==> src/rtl/sign_narrow.sv <==
// sign_narrow: narrows signed 16-bit words to signed 8-bit results.
// Each accepted word passes through a 2-entry FIFO with valid/ready
// handshakes on both sides. The block flags words that do not fit in
// 8 bits and keeps overflow statistics.
//
// Ports:
//   clk         single clock, rising edge
//   rst         synchronous active-high reset
//   in_valid    in_data is offered
//   in_ready    a word can be accepted this cycle (registered)
//   in_data     signed 16-bit input word
//   out_valid   out_data/out_ovf hold a result
//   out_ready   consumer takes the result this cycle
//   out_data    narrowed signed 8-bit result
//   out_ovf     result is not range-exact
//   clr_ovf     clears ovf_sticky and ovf_count
//   ovf_sticky  an overflowing word was accepted since reset/clear
//   ovf_count   number of overflowing words accepted, saturating
//
// Build option: define SIGN_NARROW_SAT_EN to saturate overflowing words
// to 0x7F/0x80. Without it, overflowing words are truncated to in_data[7:0].
module sign_narrow #(
    parameter int CNT_W = 8
) (
    input  logic             clk,
    input  logic             rst,
    input  logic             in_valid,
    output logic             in_ready,
    input  logic [15:0]      in_data,
    output logic             out_valid,
    input  logic             out_ready,
    output logic [7:0]       out_data,
    output logic             out_ovf,
    input  logic             clr_ovf,
    output logic             ovf_sticky,
    output logic [CNT_W-1:0] ovf_count
);

    typedef enum logic [1:0] {
        OCC_EMPTY = 2'd0,
        OCC_ONE   = 2'd1,
        OCC_FULL  = 2'd2
    } occ_e;

    occ_e             occ_q, occ_d;
    logic             rdy_q, rdy_d;
    logic [7:0]       head_data_q, head_data_d;
    logic             head_ovf_q, head_ovf_d;
    logic [7:0]       tail_data_q, tail_data_d;
    logic             tail_ovf_q, tail_ovf_d;
    logic             sticky_q, sticky_d;
    logic [CNT_W-1:0] cnt_q, cnt_d;

    logic             push, pop;
    logic             in_ovf;
    logic [7:0]       in_narrow;

    // Narrowing: the word fits when the upper byte is the sign extension of bit 7.
    always_comb begin
        in_ovf = (in_data[15:8] != {8{in_data[7]}});
`ifdef SIGN_NARROW_SAT_EN
        if (in_ovf) begin
            in_narrow = in_data[15] ? 8'h80 : 8'h7F;
        end else begin
            in_narrow = in_data[7:0];
        end
`else
        in_narrow = in_data[7:0];
`endif
    end

    assign push = in_valid && rdy_q;
    assign pop  = (occ_q != OCC_EMPTY) && out_ready;

    // The head entry drives the outputs directly; the tail entry only holds
    // the second word while the consumer stalls.
    always_comb begin
        occ_d       = occ_q;
        head_data_d = head_data_q;
        head_ovf_d  = head_ovf_q;
        tail_data_d = tail_data_q;
        tail_ovf_d  = tail_ovf_q;
        unique case (occ_q)
            OCC_EMPTY: begin
                if (push) begin
                    head_data_d = in_narrow;
                    head_ovf_d  = in_ovf;
                    occ_d       = OCC_ONE;
                end
            end
            OCC_ONE: begin
                if (push && pop) begin
                    head_data_d = in_narrow;
                    head_ovf_d  = in_ovf;
                end else if (push) begin
                    tail_data_d = in_narrow;
                    tail_ovf_d  = in_ovf;
                    occ_d       = OCC_FULL;
                end else if (pop) begin
                    occ_d = OCC_EMPTY;
                end
            end
            OCC_FULL: begin
                // in_ready is low while full, so no push can coincide here.
                if (pop) begin
                    head_data_d = tail_data_q;
                    head_ovf_d  = tail_ovf_q;
                    occ_d       = OCC_ONE;
                end
            end
            default: begin
                occ_d = OCC_EMPTY;
            end
        endcase
        // Registered ready: a slot freed by a pop becomes visible next cycle.
        rdy_d = (occ_d != OCC_FULL);
    end

    // Overflow statistics; an overflow accepted alongside a clear survives it.
    always_comb begin
        sticky_d = sticky_q;
        cnt_d    = cnt_q;
        if (clr_ovf) begin
            sticky_d = push && in_ovf;
            cnt_d    = (push && in_ovf) ? CNT_W'(1) : '0;
        end else if (push && in_ovf) begin
            sticky_d = 1'b1;
            if (cnt_q != '1) begin
                cnt_d = cnt_q + CNT_W'(1);
            end
        end
    end

    always_ff @(posedge clk) begin
        if (rst) begin
            occ_q       <= OCC_EMPTY;
            rdy_q       <= 1'b0;
            head_data_q <= '0;
            head_ovf_q  <= 1'b0;
            tail_data_q <= '0;
            tail_ovf_q  <= 1'b0;
            sticky_q    <= 1'b0;
            cnt_q       <= '0;
        end else begin
            occ_q       <= occ_d;
            rdy_q       <= rdy_d;
            head_data_q <= head_data_d;
            head_ovf_q  <= head_ovf_d;
            tail_data_q <= tail_data_d;
            tail_ovf_q  <= tail_ovf_d;
            sticky_q    <= sticky_d;
            cnt_q       <= cnt_d;
        end
    end

    assign in_ready   = rdy_q;
    assign out_valid  = (occ_q != OCC_EMPTY);
    assign out_data   = head_data_q;
    assign out_ovf    = head_ovf_q;
    assign ovf_sticky = sticky_q;
    assign ovf_count  = cnt_q;

endmodule

==> config.mk <==
export PLATFORM = sky130hd
export DESIGN_NAME = sign_narrow
export DESIGN_NICKNAME = d
export VERILOG_FILES = /design/src/rtl/sign_narrow.sv
export SDC_FILE = /design/constraint.sdc
export NUM_CORES = 1
export LEC_CHECK = 0
export ABC_AREA = 1
export BUFFER_PORTS_ARGS = -buffer_cell sky130_fd_sc_hd__buf_2
export CORE_MARGIN = 3
export CORE_UTILIZATION = 46
export CTS_CLUSTER_SIZE = 30
export DETAILED_ROUTE_END_ITERATION = 10
export GPL_TIMING_DRIVEN = 0
export PLACE_DENSITY = 0.77
export SKIP_CTS_REPAIR_TIMING = 1
export SLEW_MARGIN = 20
export SYNTH_ARGS = -nofsm -noshare
export SYNTH_HDL_FRONTEND = slang
export SYNTH_SLANG_ARGS = --single-unit
==> constraint.sdc <==
create_clock -name clk -period 1.3 [get_ports clk]
set_clock_uncertainty 0.1 [all_clocks]
set_input_delay 0.13 -clock clk [delete_from_list [all_inputs] [get_ports clk]]
set_output_delay 0.13 -clock clk [all_outputs]
set_load 0.02 [all_outputs]
== Word-level counts from Yosys, hierarchy flattened ==
Cells that the tools add are included.

* Flip-flop bits (word level): 30
* Output and inout port bits: 20

* Add/sub/neg operators: 1
* Eq/ne operators: 8
* Mux-type cells: 20
* Bitwise logic cells: 1
* Reductions and logical operators: 12

{| class="wikitable"
|+ Operators with widths
! kind !! count
|-
| $mux 8 || 6
|-
| $pmux 8 s3 || 1
|-
| $mux 2 || 5
|-
| $add 8x1->8 const B || 1
|-
| $ne 2x2->1 const B || 4
|-
| $ne 8x8->1 || 1
|-
| $ne 8x8->1 const B || 1
|-
| $mux 1 || 6
|-
| $pmux 2 s3 || 1
|-
| $reduce_bool 2->1 || 3
|-
| $logic_and 1x1->1 || 4
|-
| $reduce_and 4->1 || 1
|-
| $pmux 1 s3 || 1
|-
| $reduce_and 3->1 || 1
|-
| $reduce_bool 3->1 || 1
|-
| $eq 2x1->1 const B || 1
|-
| $eq 2x2->1 const B || 1
|-
| $logic_not 2->1 || 1
|-
| $reduce_and 2->1 || 1
|-
| $not 1->1 || 1
|}

== Logic depth before layout (Yosys ltp) ==
Gate-level depths: netlist (run 1).

* Depth after elaboration: 7
* Gate-level depth with buffers: 9

== Least setup slack after synthesis (run 1) ==
No wires, ideal clock.

* Path type: reg-to-reg
* From: reg cnt_q[0], in the netlist ovf_count[0]
* To: reg cnt_q[6], in the netlist ovf_count[6]
* Setup time: 0.070 ns
* Arrival: 1.343 ns
* Data required time: 1.130 ns
* Path slack: -0.213 ns
* Stages on the path, launching flop included: 10
* Path buffers: 0
* Path through: dfxtp_1 > ha_1 > nand2_1 > nor2_1 > nand2_1 > nand2_1 > nand2_1 > nor2_1 > nand3_1 > a21oi_1

* Word-level cells in the longest chain between the ends: 4
* Elaborated cells between the ends (all ways): 7
* Those cells by class: add/sub: 1; eq/ne: 1; mux: 3; reduce/logical: 2

{| class="wikitable"
|+ Ends and longest elaborated chain
! item !! RTL line !! RTL
|-
| start: declaration || 52 || <nowiki>logic [CNT_W-1:0] cnt_q, cnt_d;</nowiki>
|-
| start signal: assignment || 152 || <nowiki>cnt_q <= cnt_d;</nowiki>
|-
| $add 8x1->8 || 129 || <nowiki>cnt_d = cnt_q + CNT_W'(1);</nowiki>
|-
| $mux 8 || 128 || <nowiki>if (cnt_q != '1) begin</nowiki>
|-
| $mux 8 || 126 || <nowiki>end else if (push && in_ovf) begin</nowiki>
|-
| $mux 8 || 123 || <nowiki>if (clr_ovf) begin</nowiki>
|}

Several ways; a longest one is shown, not always the timed one. The select of a mux whose other input is x is not followed.
A chain may end at the register's enable or synchronous reset.

== Worst setup path after layout (run 1) ==
* From: reg occ_q[1]
* To: reg head_data_q[5], in the netlist out_data[5]

* Word-level cells in the longest chain between the ends: 5
* Elaborated cells between the ends (all ways): 12
* Those cells by class: eq/ne: 5; mux: 1; reduce/logical: 6

{| class="wikitable"
|+ Ends and longest elaborated chain
! item !! RTL line !! RTL
|-
| start: declaration || 45 || <nowiki>occ_e occ_q, occ_d;</nowiki>
|-
| start signal: assignment || 136 || <nowiki>occ_q <= OCC_EMPTY;</nowiki>
|-
| start signal: assignment || 145 || <nowiki>occ_q <= occ_d;</nowiki>
|-
| $reduce_bool 2->1 || 73 || <nowiki>assign pop = (occ_q != OCC_EMPTY) && out_ready;</nowiki>
|-
| $logic_and 1x1->1 || 73 ||
|-
| $logic_and 1x1->1 || 92 || <nowiki>if (push && pop) begin</nowiki>
|-
| $ne 2x2->1 (no source line) || n/a ||
|-
| $reduce_and 4->1 (no source line) || n/a ||
|-
| end signal: assignment || 147 || <nowiki>head_data_q <= head_data_d;</nowiki>
|-
| end: declaration || 47 || <nowiki>logic [7:0] head_data_q, head_data_d;</nowiki>
|}

Several ways; a longest one is shown, not always the timed one.

==> results of run 1 <==
## power groups by stage
stage | Sequential [uW] | Combinational (uW) | Clock, uW
final | 971 | 320 | 922
after global routing | 975 | 349 | 979
after CTS | 971 | 253 | 924
after detailed placement | 993 | 252 | 0
after global placement | 992 | 248 | 0
after floorplan | 1020 | 125 | 0
## through the flow
stage / utilization, % / setup TNS (ns) / total power [uW] / worst slack, ns / hold slack [ns]
floorplan: - / 0 / 1150 / 0.003040 / 0.1666
global placement: 57.89 / -0.9863 / 1240 / -0.07510 / 0.2935
detailed placement: 57.89 / -1.380 / 1245 / -0.09219 / 0.2774
CTS: 61.34 / -1.772 / 2148 / -0.1191 / -0.05540
global route: 70.00 / -2.237 / 2304 / -0.1611 / 0.004242
finish: 70.00 / -0.8497 / 2214 / -0.09052 / -0.02554
## worst max-delay path, cell delays in order, from the launching register on
cell	delay, ns
dfxtp_4	0.41
inv_4	0.05
nor2_4	0.20
o21ai_4	0.12
inv_4	0.11
buf_8	0.13
o21ai_2	0.05
a31oi_1	0.14
## kinds of logic (layout without fill, tap and decap cells)
logic type | count (synthesis) | after routing | share of synthesized area [%]
xor gates and xnor gates | 2 | 2 | 1.175
buffers and inverters | 33 | 93 | 9.815
DFF | 30 | 30 | 40.27
AOI/OAI and AO/OA | 47 | 47 | 17.87
and+or+nand+nor | 103 | 104 | 30.03
adders and majority gates | 1 | 1 | 0.8388
## routing by layer
layer / track usage, % / wire [um]
met1: 20.75 / 1649
met2: 29.25 / 1934
met3: 4.496 / 188
met4: 8.264 / 82
met5: 0 / 0
## flip-flops by register name (all words and copies together) (netlist names)
name / count
in_ready: 1
out_ovf: 1
ovf_sticky: 1
tail_ovf_q: 1
tail_data_q: 8
out_data: 8
occ_q: 2
ovf_count: 8
## cell type report
| class | count | area (um2) | share of cell area [%] |
|---|---|---|---|
| sequential | 30 | 621.8 | 28.86 |
| timing repair buffer | 52 | 342.8 | 15.91 |
| clock inverter | 1 | 30.03 | 1.394 |
| inverter | 27 | 106.4 | 4.936 |
| buffer | 6 | 48.80 | 2.265 |
| clock buffer | 7 | 76.32 | 3.542 |
| tap | 44 | 55.05 | 2.555 |
| multi-input combinational | 154 | 873.3 | 40.53 |
## layout by cell type, fill, tap and decap left out, types with 2 or more instances in the layout
| cell type | Yosys | final |
|---|---|---|
| buf_2 | 1 | 39 |
| nand2_1 | 46 | 36 |
| nor2_1 | 33 | 28 |
| dfxtp_1 | 30 | 21 |
| inv_1 | 23 | 20 |
| nand3_1 | 15 | 14 |
| a21oi_1 | 15 | 13 |
| nand2_2 | 2 | 11 |
| o21ai_1 | 5 | 11 |
| buf_4 | 0 | 6 |
| o21ai_2 | 1 | 6 |
| inv_2 | 3 | 5 |
| o21ai_0 | 16 | 5 |
| clkbuf_4 | 0 | 5 |
| dlygate4sd3_1 | 0 | 5 |
| dfxtp_2 | 0 | 5 |
| nor2_4 | 1 | 4 |
| a31oi_1 | 5 | 4 |
| dfxtp_4 | 0 | 4 |
| buf_6 | 1 | 3 |
| clkbuf_1 | 3 | 2 |
| inv_4 | 1 | 2 |
| o21a_1 | 2 | 2 |
| nor2_2 | 0 | 2 |
| xor2_1 | 2 | 2 |
| a21oi_2 | 0 | 2 |
| clkbuf_16 | 0 | 2 |
## path summary, 6_finish.rpt
check,start,end,slack (ns)
setup / recovery,occ_q[1]$_SDFF_PP0_,out_data[5]$_SDFFE_PP0P_,-0.09
setup reg to reg,occ_q[1]$_SDFF_PP0_,out_data[5]$_SDFFE_PP0P_,-0.09
hold / removal,in_data[3],tail_data_q[3]$_SDFFE_PP0P_,-0.03
hold reg to reg,out_data[7]$_SDFFE_PP0P_,out_data[7]$_SDFFE_PP0P_,0.37
==> results.cfg, run 1 <==
[run_status]
status = finished with violations
violations = negative hold slack, negative setup slack

[finish]
fin_nets = 298
fillers = 263
synthToLayoutAreaGrowth_pct = 44.46
final_cells = 321
drive_above_1_share_pct = 38.63
final_area_um2 = 2155
num_antenna_cells = 0

[job]
cap_violations = 0

[logic_synthesis]
synth_top_area_share_pct = 40.27
synth_commonest_cells = nand2_1 (46), nor2_1 (33), dfxtp_1 (30), inv_1 (23), o21ai_0 (16)
synth_cell_type_count = 30
synthTopCellsByArea = dfxtp_1 (40%), nand2_1 (12%), nor2_1 (8.3%)
synth_seq_area_share_pct = 40.27
syn-num-nets = 238
synth_edf_count = 0
netlist_instances = 216
yosys.area.top_type = dfxtp_1
ys_warn_count = 0
syn_area_um2 = 1491
synth_top_flop_cell = dfxtp_1
yosys_register_bits = 30
synthArstFlopShare_pct = 0
avgSynthCellArea_um2 = 6.905
yosysMostFrequentCell = nand2_1

[route]
drc = 0
first_iter_violations = 99
wl_um = 3855
postRouteAntennaNets = 0
wire_per_inst_um = 12.01
viasPerCell = 4.981
first_pass_iters = 4
vias = 1599

[cts]
clockBufferDepth = 2
numCtsBuffers = 5
cts_tree = done
cts-root-buf = clkbuf_4
cts.sinks = 30
htreeDepth = 2
path_clk_slew_ns = 0.10
clock_latency_ns = 0.34

[pwr]
seqPwrFrac_pct = 43.9
p_switching_uw = 553.0
power_density_nw_per_um2 = 1027
ir_worst_vdd_uv = 789.9
p_leak_uw = 0.0009750
internal_power_uw = 1661
pwr-share-comb_pct = 14.5
clkPwrFrac_pct = 41.7
switching_share_pct = 24.98

[floorplanning]
io_pins = 41
rows = 20
core_region_area_um2 = 3078
dieArea_um2 = 3961
die_w_um = 62.94
die_y_um = 62.94
start_util_pct = 48.46

[timing]
setup_ws_ns = -0.09052
fmax_ghz = 0.7192
period_needed_ns = 1.391
hold_ws_ns = -0.02554
rsz0062_at_grt = true
slew_violations = 0
finalSetupViolCount = 19
finalCritPeriodShare_pct = 107.0
hold_viol_final = 2
tightestPinTransition_ns = 0.3837
relSlewSlack_pct = 74.42

[critical_path]
cp-start-kind = flip-flop
crit_type = reg -> reg
endpoint_kind = flip-flop
r2r_cells = 7
cp.required_ns = 1.47
crit_arrival_ns = 1.56
worstPathMaxFanout = 6

[placed_design]
place_area_um2 = 1782
port_buffers = 40
hpwl_um = 2493
dp_cells = 300
gp_congestion = 0.8317

[global_route]
grt_max_degree = 11
grt_pass1_wl_um = 5602
antenna_found_initial = 0
grtUsageTotal_pct = 17.50
grt-ovfl-total = 0
grt_pass1_vias = 1383

[hold_path]
hold_class = in -> reg
min_delay_path_depth = 3
No activity file was read; power rests on OpenSTA's default activity.
==> run 2: changes to the inputs <==
--- a/config.mk
+++ b/config.mk
@@ -15,3 +15,2 @@
 export PLACE_DENSITY = 0.77
-export SKIP_CTS_REPAIR_TIMING = 1
 export SLEW_MARGIN = 20
==> constraint.sdc (replaced) <==
create_clock -name clk -period 1.3 [get_ports clk]
set_clock_uncertainty 0.1 [all_clocks]
set_input_delay 0.065 -clock clk [delete_from_list [all_inputs] [get_ports clk]]
set_output_delay 0.065 -clock clk [all_outputs]
set_load 0.02 [all_outputs]
==> run 2 against run 1 <==
Compared with the run above:
- the run ends with negative setup slack left
- first-iteration DRC count down 14%
- final cell count increased by 3.4%
- sequential power is essentially flat
- via count increased by 4.2%
- total power up 0.27%
- register-to-register slack better by 0.02 ns
- sequential share of layout area down 1.2 points
- non-clock buffer count is 11 higher
- critical path depth rose by 1
- critical path type unchanged
==> results.cfg, run 2 (same netlist as run 1, synthesis figures left out) <==
[job]
cap_violations = 0

[finish]
fillers = 250
drive_above_1_share_pct = 39.24
fin_util_pct = 72.80
final_cell_mix = buf_2 (40), nand2_1 (35), nor2_1 (28), dfxtp_1 (21), inv_1 (19)
multi_input_area_um2 = 863.3
num_antenna_cells = 0
seqCellArea_um2 = 619.3
final_common_cell = buf_2
synthToLayoutAreaGrowth_pct = 50.25
fin_nets = 309
final_cells = 332

[timing]
relSlewSlack_pct = 72.03
period_needed_ns = 1.368
finalSetupViolCount = 12
fmax_ghz = 0.7312
rsz0062_at_grt = true
hold_viol_final = 0
setup_ws_ns = -0.06766
finalCritPeriodShare_pct = 105.2
tightestPinTransition_ns = 0.4196
slew_violations = 0

[critical_path]
crit_type = reg -> reg
worstPathMaxFanout = 5
crit_arrival_ns = 1.54
crit_start = ovf_count[0]$_SDFFE_PP0P_
r2r_start = ovf_count[0]$_SDFFE_PP0P_
endpoint_kind = flip-flop
cp.required_ns = 1.47
cp-start-kind = flip-flop

[cts]
clockBufferDepth = 2
cts_tree = done
cts.sinks = 30
htreeDepth = 2
numCtsBuffers = 5
cts-root-buf = clkbuf_4
clock_latency_ns = 0.33
path_clk_slew_ns = 0.10

[route]
vias = 1666
wl_um = 3993
drc = 0
viasPerCell = 5.018
postRouteAntennaNets = 0
first_iter_violations = 85
first_pass_iters = 4
wire_per_inst_um = 12.03

[pwr]
ir_worst_vdd_uv = 868.3
p_leak_uw = 0.001036
totalPowerFinal_uw = 2219
power_density_nw_per_um2 = 990.4

[placed_design]
hpwl_um = 2493
gp_congestion = 0.8317
dp_cells = 300
port_buffers = 40

[floorplanning]
die_w_um = 62.94
start_util_pct = 48.46
die_y_um = 62.94
io_pins = 41
rows = 20
core_region_area_um2 = 3078
dieArea_um2 = 3961

[global_route]
grtUsageTotal_pct = 19.62
grt_pass1_vias = 1517
grt_pass1_wl_um = 6265
antenna_found_initial = 0
grt_max_degree = 11
grt-ovfl-total = 0

[run_status]
status = finished with violations
violations = negative setup slack

[hold_path]
min_from = in_data[7]
hold_class = in -> reg
## run 2: cell types whose count changed in the layout (fill, tap and decap cells not counted), sizes merged
cell | before | now
buf | 50 | 55
dlygate4sd3 | 5 | 11
## run 2: metal layers
metal  part of all wire (%)  wire [um]  vias up  global-route usage [%]
li1                       -          -      848                       -
met1                     42       1675      741                   22.89
met2                     49       1940       66                   33.73
met3                    7.5        298       11                   4.676
met4                    2.0         78        0                   8.815
met5                      0          0        -                       0
## run 2: per-stage QoR
step	hold slack, ns	setup slack [ns]	setup TNS (ns)	area, um2
global placement	0.2285	-0.07510	-0.9863	1782
floorplan	0.1016	0.003040	0	1526
detailed placement	0.2124	-0.09219	-1.380	1782
finish	0.04885	-0.06766	-0.3410	2241
global route	0.05810	-0.1399	-1.322	2241
CTS	0.02697	-0.05057	-0.1564	2069
## run 2: path summary, 6_finish.rpt
path | to | slack (ns) | cells after the start
max | ovf_count[7]$_SDFFE_PP0P_ | -0.07 | 8
min reg2reg | tail_data_q[4]$_SDFFE_PP0P_ | 0.36 | 2
max reg2reg | ovf_count[7]$_SDFFE_PP0P_ | -0.07 | 8
min | out_data[7]$_SDFFE_PP0P_ | 0.05 | 4
## run 2: report_power, final
group,internal [uW],switching [uW],total [uW]
Clock,574,351,925
Combinational,144,180,323
Sequential,949,21.9,971
Total,1670,552,2220
## run 2: timing repair
action	in CTS	in global routing
endpoints found under the setup margin	24	24
buffers inserted	4	6
resized for setup	13	37
endpoints found under the hold margin	25	0
gates cloned	1	2
hold buffers	11	0
pin swaps	5	11
## run 2: layout make-up
class / instances / share of cell area, %
clock buffers: 7 / 3.406
inverters: 27 / 4.746
well taps: 44 / 2.457
plain buffers: 6 / 2.178
repair buffers: 63 / 19.71
clock inverters: 1 / 1.340
multi-input cells: 154 / 38.53
flip-flops and latches: 30 / 27.64
## run 2: worst max-delay path, cell delays in order, from the launching register on
cell and delay (ns):
dfxtp_4 0.37, ha_4 0.17, nand2_4 0.08, nor2_2 0.04, nand2_2 0.11, nand4_4 0.14
inv_2 0.13, nand2_1 0.06, a21oi_1 0.11
